==> src/rtl/alu_hex_engine.sv <==
// Switch-driven ALU (add/sub/mul/restoring div) with a registered result shown on active-low hex digits.
// Optional build macro: ALU_LEADING_ZERO_BLANK_EN blanks digits above the most significant nonzero nibble.
module alu_hex_engine #(
  parameter int W          = 4,
  parameter int NUM_DIGITS = 2
) (
  input  logic                    CLK,
  input  logic                    RST,
  input  logic                    START,
  input  logic [W-1:0]            SW_A,
  input  logic [W-1:0]            SW_B,
  input  logic [1:0]              SW_SEL,
  output logic                    BUSY,
  output logic                    DONE,
  output logic [2*W-1:0]          RESULT,
  output logic [8*NUM_DIGITS-1:0] HEX,
  output logic [3:0]              LED
);

  localparam int CW = $clog2(W + 1);
  localparam int PW = (4 * NUM_DIGITS > 2 * W) ? 4 * NUM_DIGITS : 2 * W;

  typedef enum logic [1:0] {IDLE, EXEC, DIV, FIN} state_t;

  state_t          state_q, state_d;
  logic [W-1:0]    a_q, a_d, b_q, b_d;
  logic [1:0]      sel_q, sel_d;
  logic [W-1:0]    rem_q, rem_d, quo_q, quo_d;
  logic [CW-1:0]   cnt_q, cnt_d;
  logic            busy_q, busy_d, done_q, done_d;
  logic [2*W-1:0]  result_q, result_d;
  logic [3:0]      led_q, led_d;

  logic [W:0]      sum_s;
  logic [W-1:0]    diff_s;
  logic [2*W-1:0]  prod_s;
  logic [2*W-1:0]  exec_res_s;
  logic            carry_s, borrow_s, dz_s;
  logic [W:0]      trial_s, trial_sub_s;
  logic            ge_s;
  logic [W-1:0]    rem_step_s, quo_step_s;
  logic [PW-1:0]   pad_s;
  logic [8*NUM_DIGITS-1:0] hex_s;

  function automatic logic [7:0] seg7(input logic [3:0] nib);
    logic [7:0] seg;
    case (nib)
      4'h0: seg = 8'hC0;  4'h1: seg = 8'hF9;  4'h2: seg = 8'hA4;  4'h3: seg = 8'hB0;
      4'h4: seg = 8'h99;  4'h5: seg = 8'h92;  4'h6: seg = 8'h82;  4'h7: seg = 8'hF8;
      4'h8: seg = 8'h80;  4'h9: seg = 8'h90;  4'hA: seg = 8'h88;  4'hB: seg = 8'h83;
      4'hC: seg = 8'hC6;  4'hD: seg = 8'hA1;  4'hE: seg = 8'h86;  4'hF: seg = 8'h8E;
      default: seg = 8'hFF;
    endcase
    return seg;
  endfunction

  // Single-cycle arithmetic on the latched operands
  always_comb begin
    sum_s      = {1'b0, a_q} + {1'b0, b_q};
    diff_s     = a_q - b_q;
    prod_s     = {{W{1'b0}}, a_q} * {{W{1'b0}}, b_q};
    exec_res_s = '0;
    carry_s    = 1'b0;
    borrow_s   = 1'b0;
    dz_s       = 1'b0;
    case (sel_q)
      2'b00: begin
        exec_res_s[W:0] = sum_s;
        carry_s         = sum_s[W];
      end
      2'b01: begin
        exec_res_s[W-1:0] = diff_s;
        borrow_s          = (a_q < b_q);
      end
      2'b10: exec_res_s = prod_s;
      2'b11: begin
        exec_res_s = {a_q, {W{1'b1}}};
        dz_s       = 1'b1;
      end
      default: exec_res_s = '0;
    endcase
  end

  // One restoring step; remainder stays below B, so the top bit of the trial difference is the sign
  always_comb begin
    trial_s     = {rem_q, quo_q[W-1]};
    trial_sub_s = trial_s - {1'b0, b_q};
    ge_s        = ~trial_sub_s[W];
    rem_step_s  = ge_s ? trial_sub_s[W-1:0] : trial_s[W-1:0];
    quo_step_s  = {quo_q[W-2:0], ge_s};
  end

  // Next-state and datapath control
  always_comb begin
    state_d  = state_q;
    a_d      = a_q;
    b_d      = b_q;
    sel_d    = sel_q;
    rem_d    = rem_q;
    quo_d    = quo_q;
    cnt_d    = cnt_q;
    busy_d   = busy_q;
    done_d   = 1'b0;
    result_d = result_q;
    led_d    = led_q;
    case (state_q)
      IDLE: begin
        if (START) begin
          a_d    = SW_A;
          b_d    = SW_B;
          sel_d  = SW_SEL;
          rem_d  = '0;
          quo_d  = SW_A;
          cnt_d  = '0;
          busy_d = 1'b1;
          if (SW_SEL == 2'b11 && SW_B != '0) begin
            state_d = DIV;
          end else begin
            state_d = EXEC;
          end
        end else begin
          state_d = IDLE;
        end
      end
      EXEC: begin
        result_d = exec_res_s;
        led_d    = {(exec_res_s == '0), dz_s, borrow_s, carry_s};
        state_d  = FIN;
      end
      DIV: begin
        rem_d = rem_step_s;
        quo_d = quo_step_s;
        cnt_d = cnt_q + CW'(1);
        if (cnt_q == CW'(W - 1)) begin
          result_d = {rem_step_s, quo_step_s};
          led_d    = {({rem_step_s, quo_step_s} == '0), 3'b000};
          state_d  = FIN;
        end else begin
          state_d = DIV;
        end
      end
      FIN: begin
        done_d  = 1'b1;
        busy_d  = 1'b0;
        state_d = IDLE;
      end
      default: begin
        busy_d  = 1'b0;
        state_d = IDLE;
      end
    endcase
  end

  // State and datapath registers
  always_ff @(posedge CLK or posedge RST) begin
    if (RST) begin
      state_q  <= IDLE;
      a_q      <= '0;
      b_q      <= '0;
      sel_q    <= 2'b00;
      rem_q    <= '0;
      quo_q    <= '0;
      cnt_q    <= '0;
      busy_q   <= 1'b0;
      done_q   <= 1'b0;
      result_q <= '0;
      led_q    <= 4'b1000;
    end else begin
      state_q  <= state_d;
      a_q      <= a_d;
      b_q      <= b_d;
      sel_q    <= sel_d;
      rem_q    <= rem_d;
      quo_q    <= quo_d;
      cnt_q    <= cnt_d;
      busy_q   <= busy_d;
      done_q   <= done_d;
      result_q <= result_d;
      led_q    <= led_d;
    end
  end

  assign pad_s = PW'(result_q);

  // Hex digit decode straight from the result register
  always_comb begin
    hex_s = '0;
`ifdef ALU_LEADING_ZERO_BLANK_EN
    begin : g_lzb
      logic seen_s;
      seen_s = 1'b0;
      for (int i = NUM_DIGITS - 1; i >= 0; i--) begin
        if (pad_s[4*i +: 4] != 4'h0) begin
          seen_s = 1'b1;
        end else begin
          seen_s = seen_s;
        end
        if (seen_s || i == 0) begin
          hex_s[8*i +: 8] = seg7(pad_s[4*i +: 4]);
        end else begin
          hex_s[8*i +: 8] = 8'hFF;
        end
      end
    end
`else
    for (int i = 0; i < NUM_DIGITS; i++) begin
      if (4 * i < 2 * W) begin
        hex_s[8*i +: 8] = seg7(pad_s[4*i +: 4]);
      end else begin
        hex_s[8*i +: 8] = 8'hFF;
      end
    end
`endif
  end

  assign BUSY   = busy_q;
  assign DONE   = done_q;
  assign RESULT = result_q;
  assign LED    = led_q;
  assign HEX    = hex_s;

endmodule

==> config.mk <==
export PLATFORM = sky130hd
export DESIGN_NAME = alu_hex_engine
export DESIGN_NICKNAME = d
export VERILOG_FILES = /design/src/rtl/alu_hex_engine.sv
export SDC_FILE = /design/constraint.sdc
export NUM_CORES = 1
export LEC_CHECK = 0
export CORE_MARGIN = 10
export CORE_UTILIZATION = 30
export DETAILED_ROUTE_END_ITERATION = 6
export GPL_TIMING_DRIVEN = 0
export MAX_ROUTING_LAYER = met4
export SETUP_SLACK_MARGIN = 0.15
export SKIP_LAST_GASP = 1
export SLEW_MARGIN = 20
export SYNTH_ARGS = -nofsm -noshare
export SYNTH_HDL_FRONTEND = slang
export SYNTH_SLANG_ARGS = --single-unit
==> constraint.sdc <==
create_clock -name CLK -period 3.15 [get_ports CLK]
set_input_delay 0.315 -clock CLK [delete_from_list [all_inputs] [get_ports CLK]]
set_output_delay 0.315 -clock CLK [all_outputs]
set_load 0.03 [all_outputs]
==> summary.md, run 1 <==
| Metric | Value |
|---|---|
| Simple-gate portion of the synthesized area | 16.0% |
| Post-synth top area share | 28.4% |
| Max-Slew Margin vs Limit | 47.9% |
| Final Cycle Share | between 90% and 100% |
| Grt ovf | 0 |
| Final wirelength | 7930 µm |
| Number of nets in the layout | between 400 and 500 |
| Status | finished, final reports clean |
| #FFs+latches synth | 37 |
| DIE WIDTH | between 100 and 150 µm |
| Post-synth ARST share | 100% |
| Worst EP arrival | approximately 3.3 ns |
| Main combinational cell family by area after synthesis | adder cells |
| Share of cells above drive strength 1 | 16.1% |
| Final hold vios | 0 |
| Starting Density | just over 30% |
| Area Growth Syn to Fin | 26.5% |
| Multiplexer share of the synthesized area | 8.08% |
| H-Tree Depth | 2 |
| Global placement routability congestion | approximately 0.9 |
| Total CTS buffers | 5 |
| Leading area contributor after synthesis | dfrtp_1 |
| Register area | about 930 µm² |
| Xor/xnor share of the synthesized area | 2.72% |
| Synth Cell Area | 3170 µm² |
| Drt pass-1 iters | 4 |
| Root Buffer | clkbuf_8 |
| Kind of critical path | flip-flop to flip-flop |
| Fmax | 322 MHz |
| Startpoint types | flip-flop |
| Die Ht | 123 µm |
| Initial DRC Count | approximately 160 |
| CTS tree | built |
| Clock sink count | 37 |
| Fin. max-slew vios | 0 |
| DRC | 0 |
| Initial antenna violation count | 0 |
| Worst skew pair latency | ~0.29 ns |
| Synth Area in Compound Gates | roughly 17% |
| Mapped Avg Cell Area | 9.22 µm² |
| Final setup violation count | 0 |
| Area contributors post-synth | dfrtp_1, ha_1, fa_1 |
| Hold Buf Count CTS | 0 |
| Avg Vias per Cell | 4.95 |
| Worst Path Required | 3.38 ns |
| CTS clk-pin slew, worst paths | 0.08 ns |
| Skew final | 0.0104 ns |
| Filler Cell Count | 1045 |
| Routed Antenna Nets | 0 |
| Post-placement cell area | 3760 µm² |
| Post-synthesis sequential area ratio | between 20 and 30% |
| CP max FO | 4 |
| RSZ-0062 raised after global routing | true |
| Bufs on Longest Clock Path | 2 |
| Worst slew pin tran | 0.781 ns |
| Synth warnings | 0 |
| CP Capture Type | flip-flop |
| Ant. Diodes | 0 |
| Gr usage total | 11.0% |
| Vias in the first global route | 2728 |
| Post-synthesis adder-cell area fraction | 21.0% |
| Yosys cell types | 55 |
| Std-Cell Rows | 37 |
| Hold Path Class | input port to async pin |
| Dpl hpwl | 6180 µm |
| Synth Instances | 344 |
| Top-Level Pins | 43 |
| Max Cap Violations | 0 |
| Vias | 2668 |
| Main synth FF type | dfrtp_1 |
| Final min period | 3.11 ns |
| Die area | approximately 15000 µm² |
| DR WL/cell | 14.7 µm |
| Number of enable flip-flop cells after synthesis | 0 |
| Core Area | 10300 µm² |
| Largest net degree at the start of global routing | 38 |
| # port buffers | 40 |
| First-pass GRT wire length | around 13000 µm |
| Reg2Reg Depth | 12 |
| Area occupied by multi-input gates | about 2100 µm² |
| Fin area | 4010 µm² |
[what timing repair did]
| action | 4_1_cts | 5_1_grt |
|---|---|---|
| buffers inserted | 9 | 1 |
| gates resized for setup | 13 | 3 |
| pin swaps | 10 | 0 |
| setup endpoints to repair | 4 | 4 |
[worst paths after layout]
path	start	slack, ns	to
worst max-delay path	a_q[1]	0.04	LED[3]
worst min-delay path	RST	0.48	rem_q[2]
worst max register to register	a_q[1]	0.04	LED[3]
worst min register to register	cnt_q[2]	0.50	cnt_q[2]
max in group asynchronous	RST	2.13	a_q[0]
min in group CLK	cnt_q[2]	0.50	cnt_q[2]
[area by class of cell]
type / instances / share of cell area, %
repair buffers: 50 / 11.8
multi-input cells: 262 / 53.5
well taps: 136 / 4.24
plain buffers: 14 / 1.87
flip-flops and latches: 37 / 23.3
inverters: 32 / 2.99
clock buffers: 7 / 2.15
clock inverters: 1 / 0.187
[flip-flops by register name, indices dropped and copies added (netlist names)]
signal	flops
RESULT	8
LED	4
a_q	4
b_q	4
quo_q	4
rem_q	4
cnt_q	3
sel_q	2
state_q	2
BUSY	1
DONE	1
[metrics by stage]
step,setup WS (ns),TNS (ns),utilization (%),cells,hold slack (ns)
floorplan,0.142,0,-,345,0.450
global placement,-0.0937,-0.108,36.5,521,0.468
detailed placement,-0.159,-0.297,36.5,521,0.482
CTS,0.0241,0,38.7,538,0.500
global route,-0.111,-0.260,38.9,539,0.520
finish,0.0410,0,38.9,539,0.481
[metal layers]
| metal | routed length, µm | part of all wire, % | vias to the layer above | global-route usage (%) |
|---|---|---|---|---|
| met5 | 0 | 0 | - | - |
| met2 | 3540 | 45 | 78 | 16.8 |
| met1 | 3840 | 48 | 1271 | 14.8 |
| met4 | 57 | 0.72 | 0 | 1.77 |
| li1 | - | - | 1312 | - |
| met3 | 492 | 6.2 | 7 | 2.16 |
[layout by cell type, fill, tap and decap left out, types with 7 or more instances in the layout]
cell and count:
a21oi_1 15, clkbuf_1 7, mux2i_1 11, nor2_1 29, ha_1 38, clkdlybuf4s50_1 40
buf_4 13, o21ai_0 19, inv_1 30, nand2_1 30, dfrtp_1 31, and2_1 8
mux2_2 9
[cell usage after synthesis, drive strengths merged, types with 6 or more instances]
cell and instances:
mux2i 11, xnor2 6, nand2b 7, o21ai 24, dfrtp 36, mux2 9, clkbuf 6, ha 42
buf 8, a21oi 17, fa 7, and2 8, inv 32, nand2 32, nor2 29
[critical path: stages, from the launching register on]
cell,delay (ns)
dfrtp_2,0.41
nand2_2,0.07
fa_1,0.52
inv_2,0.05
fa_1,0.50
inv_1,0.06
fa_2,0.35
nand2b_4,0.15
a21oi_2,0.14
nor3_1,0.06
a311o_1,0.34
nor4b_4,0.22
a31o_1,0.17
[cells by family (layout without fill, tap and decap cells)]
kind of cell / count (synthesis) / after routing
simple gates: 100 / 100
mux: 22 / 22
buf+inv: 46 / 104
other cells: 1 / 2
xor+xnor: 9 / 9
fa+ha+maj: 49 / 49
flops: 37 / 37
compound gates: 80 / 80
Power of run 1 is left out: the tool's default activity adds up to more than one toggle a clock period on the data nets, which glitch-free logic cannot reach.
==> run 2, diff against run 1 <==
ABC_AREA = 1   (was not set)
clock period = 3 ns   (was 3.15 ns; I/O delays follow)
==> run 2 against run 1 <==
Wire length is 5.3% higher. Worst hold slack worse by 0.23 ns. Setup slack better by 0.18 ns. Critical endpoint unchanged. Largest cell class unchanged.
==> summary.md, run 2 <==
| Metric | Value |
|---|---|
| Slowest-stage cell, CP | fa_1 |
| Buf+Inv Stages, Crit Path | 2 |
| Pre-CTS WS | -0.208 ns |
| CP delay by family, top | adder cells |
| Most frequent cell after synthesis | nand2_1 |
| Starting Density | between 30% and 40% |
| Std-Cell Rows | 37 |
| Routed Antenna Nets | 0 |
| Max Cap Violations | 0 |
| Fin. max-slew vios | 0 |
| Startpoint types | flip-flop |
| Post-synth ARST share | 100% |
| Hold Buf Count CTS | 0 |
| Main synth FF type | dfrtp_1 |
| H-Tree Depth | 2 |
| GRT Max-Usage Layer | met2 |
| Global placement routability congestion | 0.873 |
| RSZ-0062 raised after global routing | true |
| DRC | 0 |
| Post-synthesis sequential area ratio | 28.9% |
| Worst Path Required | 3.23 ns |
| #FFs+latches synth | 37 |
| Final hold vios | 0 |
| Synth warnings | 0 |
| Final wirelength | 8350 µm |
| Largest net degree at the start of global routing | 31 |
| Final setup violation count | 0 |
| Share of cells above drive strength 1 | 13.6% |
| Bufs on Longest Clock Path | 2 |
| Filler Cell Count | 1086 |
| Clock sink count | 37 |
| Die area | 15200 µm² |
| Total CTS buffers | 5 |
| Hold Path Class | input port to async pin |
| Area contributors post-synth | dfrtp_1, ha_1, nand2_1 |
| Grt ovf | 0 |
| Mapped Avg Cell Area | ~7.2 µm² |
| Register-to-register setup slack | 0.22 ns |
| Worst r2r src | b_q[3] |
| Synth Instances | roughly 450 |
| Kind of critical path | flip-flop to flip-flop |
| Area Growth Syn to Fin | 28.8% |
| Post-synth top area share | 28.1% |
| Vias | 2996 |
| Worst path depth | 16 |
| First-pass GRT wire length | 14400 µm |
| # port buffers | 40 |
| Reg2reg end | LED[3] |
| Final min period | 2.78 ns |
| Root Buffer | clkbuf_8 |
| Fmax | 359 MHz |
| Top post-synthesis cells by count | nand2_1, inv_1, o21ai_0 |
| Met3 Resource Use GR | 2.23% |
| Slowest Stage Delay on Critical Path | 0.53 ns |
| Util after Layout | 39.8% |
| Max reg flops | 8 |
| Top-Level Pins | 43 |
| Commonest cells after routing, fill and taps aside | nand2_1, inv_1, clkdlybuf4s50_1, o21ai_0 |
| Gr usage total | 11.7% |
| Setup TNS | 0 ns |
| Skew final | 0.0104 ns |
| CP Capture Type | flip-flop |
| CTS tree | built |
| Reg2Reg Depth | 16 |
| Number of enable flip-flop cells after synthesis | 0 |
| CP cell instances | nand2_2, fa_1, inv_1, fa_1, buf_6, ha_4, nand2_2, nand2_2, nand3b_1, nand2_1, nand2_1, nand3_2, nand2_2, nor2_2, nand2_1, a21oi_2 |
| Initial DRC Count | 263 |
| Number of nets in the layout | 568 |
| Avg Vias per Cell | 4.66 |
| Final Cycle Share | 92.8% |
| Dpl hpwl | roughly 6600 µm |
| Yosys cell types | 34 |
| Worst skew pair latency | 0.29 ns |
| Most used cell, CP | nand2_2 |
| Commonest non-fill, non-tap cell in the layout | nand2_1 |
| PnR worst setup slack | 0.217 ns |
| Die Ht | 123 µm |
| Ant. Diodes | 0 |
| CTS clk-pin slew, worst paths | about 0.070 ns |
| Drt pass-1 iters | 4 |
| Leading area contributor after synthesis | dfrtp_1 |
| Status | finished, final reports clean |
| Met2 Usage GRT | 17.6% |
| Core Area | ~10000 µm² |
| DIE WIDTH | roughly 120 µm |
| Worst EP arrival | 3.01 ns |
| Routing usage on met1 | between 10% and 20% |
| Synth Cell Area | 3210 µm² |
| Vias in the first global route | 3052 |
| DR WL/cell | 13.0 µm |
| CP max FO | 3 |
| Initial antenna violation count | 0 |
[run 2: cell count changes after synthesis, sizes merged, moves of 5 or more]
cell,before,now
o21ai,24,46
nand2,32,129
mux2i,11,1
inv,32,75
mux2,9,0
a21oi,17,24
a21o,5,0
and2,8,0
nand3,5,31
nand2b,7,0
xnor2,6,1
[run 2: what timing repair did]
item                       4_1_cts  5_1_grt
setup endpoints to repair        5        6
resized for setup                9       31
setup buffers                    7        2
pin swaps                        1       16
gates cloned                     0        0
[run 2: kinds of logic (layout without fill, tap and decap cells)]
kind of cell             count (synthesis)  after routing  share of synthesized area [%]
adder cells (fa/ha/maj)                 49             49                           20.8
multiplexers                             1              1                          0.312
XOR/XNOR                                 1              1                          0.273
other                                    1              2                          0.117
flip-flops                              37             37                           28.9
AO/OA/AOI/OAI                           81             81                           13.8
AND/OR/NAND/NOR                        192            192                           25.4
buffers and inverters                   86            144                           10.4
[run 2: worst max-delay path by stage]
stage / startpoint / endpoint / slack, ns
4_1_cts: a_q[1] / LED[3] / 0.18
3_3_place_gp: a_q[1] / RESULT[6] / -0.22
3_5_place_dp: a_q[1] / RESULT[6] / -0.21
5_1_grt: a_q[0] / LED[3] / 0.05
2_1_floorplan: a_q[1] / LED[3] / 0.18
6_report: b_q[3] / LED[3] / 0.22
[run 2: layout make-up]
class / instances / area [µm²] / share of cell area (%)
buffer: 11 / 51.3 / 1.24
clock buffer: 7 / 86.3 / 2.09
clock inverter: 1 / 30.0 / 0.727
inverter: 75 / 282 / 6.82
multi-input combinational: 326 / 2080 / 50.5
sequential: 37 / 931 / 22.5
tap: 136 / 170 / 4.12
timing repair buffer: 50 / 495 / 12.0
[run 2: metal layers]
layer / vias to the layer above / wire length (µm)
met4: 0 / 138
li1: 1543 / -
met1: 1360 / 4310
met5: - / 0
met2: 75 / 3500
met3: 18 / 406
[run 2: per-stage QoR]
step                      hold slack, ns  cell area [µm²]  cells
after global routing               0.268             4130    643
after CTS                          0.248             3990    641
after detailed placement           0.479             3800    626
after floorplan                    0.410             3210    449
final                              0.251             4130    643
after global placement             0.472             3780    625
[run 2: worst register-to-register path, delay by kind of cell (launching register included)]
| family | cells | cell delay, ns |
|---|---|---|
| compound gates | 1 | 0.12 |
| fa+ha+maj | 3 | 1.29 |
| buf+inv | 2 | 0.20 |
| flops | 1 | 0.37 |
| simple gates | 10 | 0.74 |
Power of run 2 is left out for the same reason.
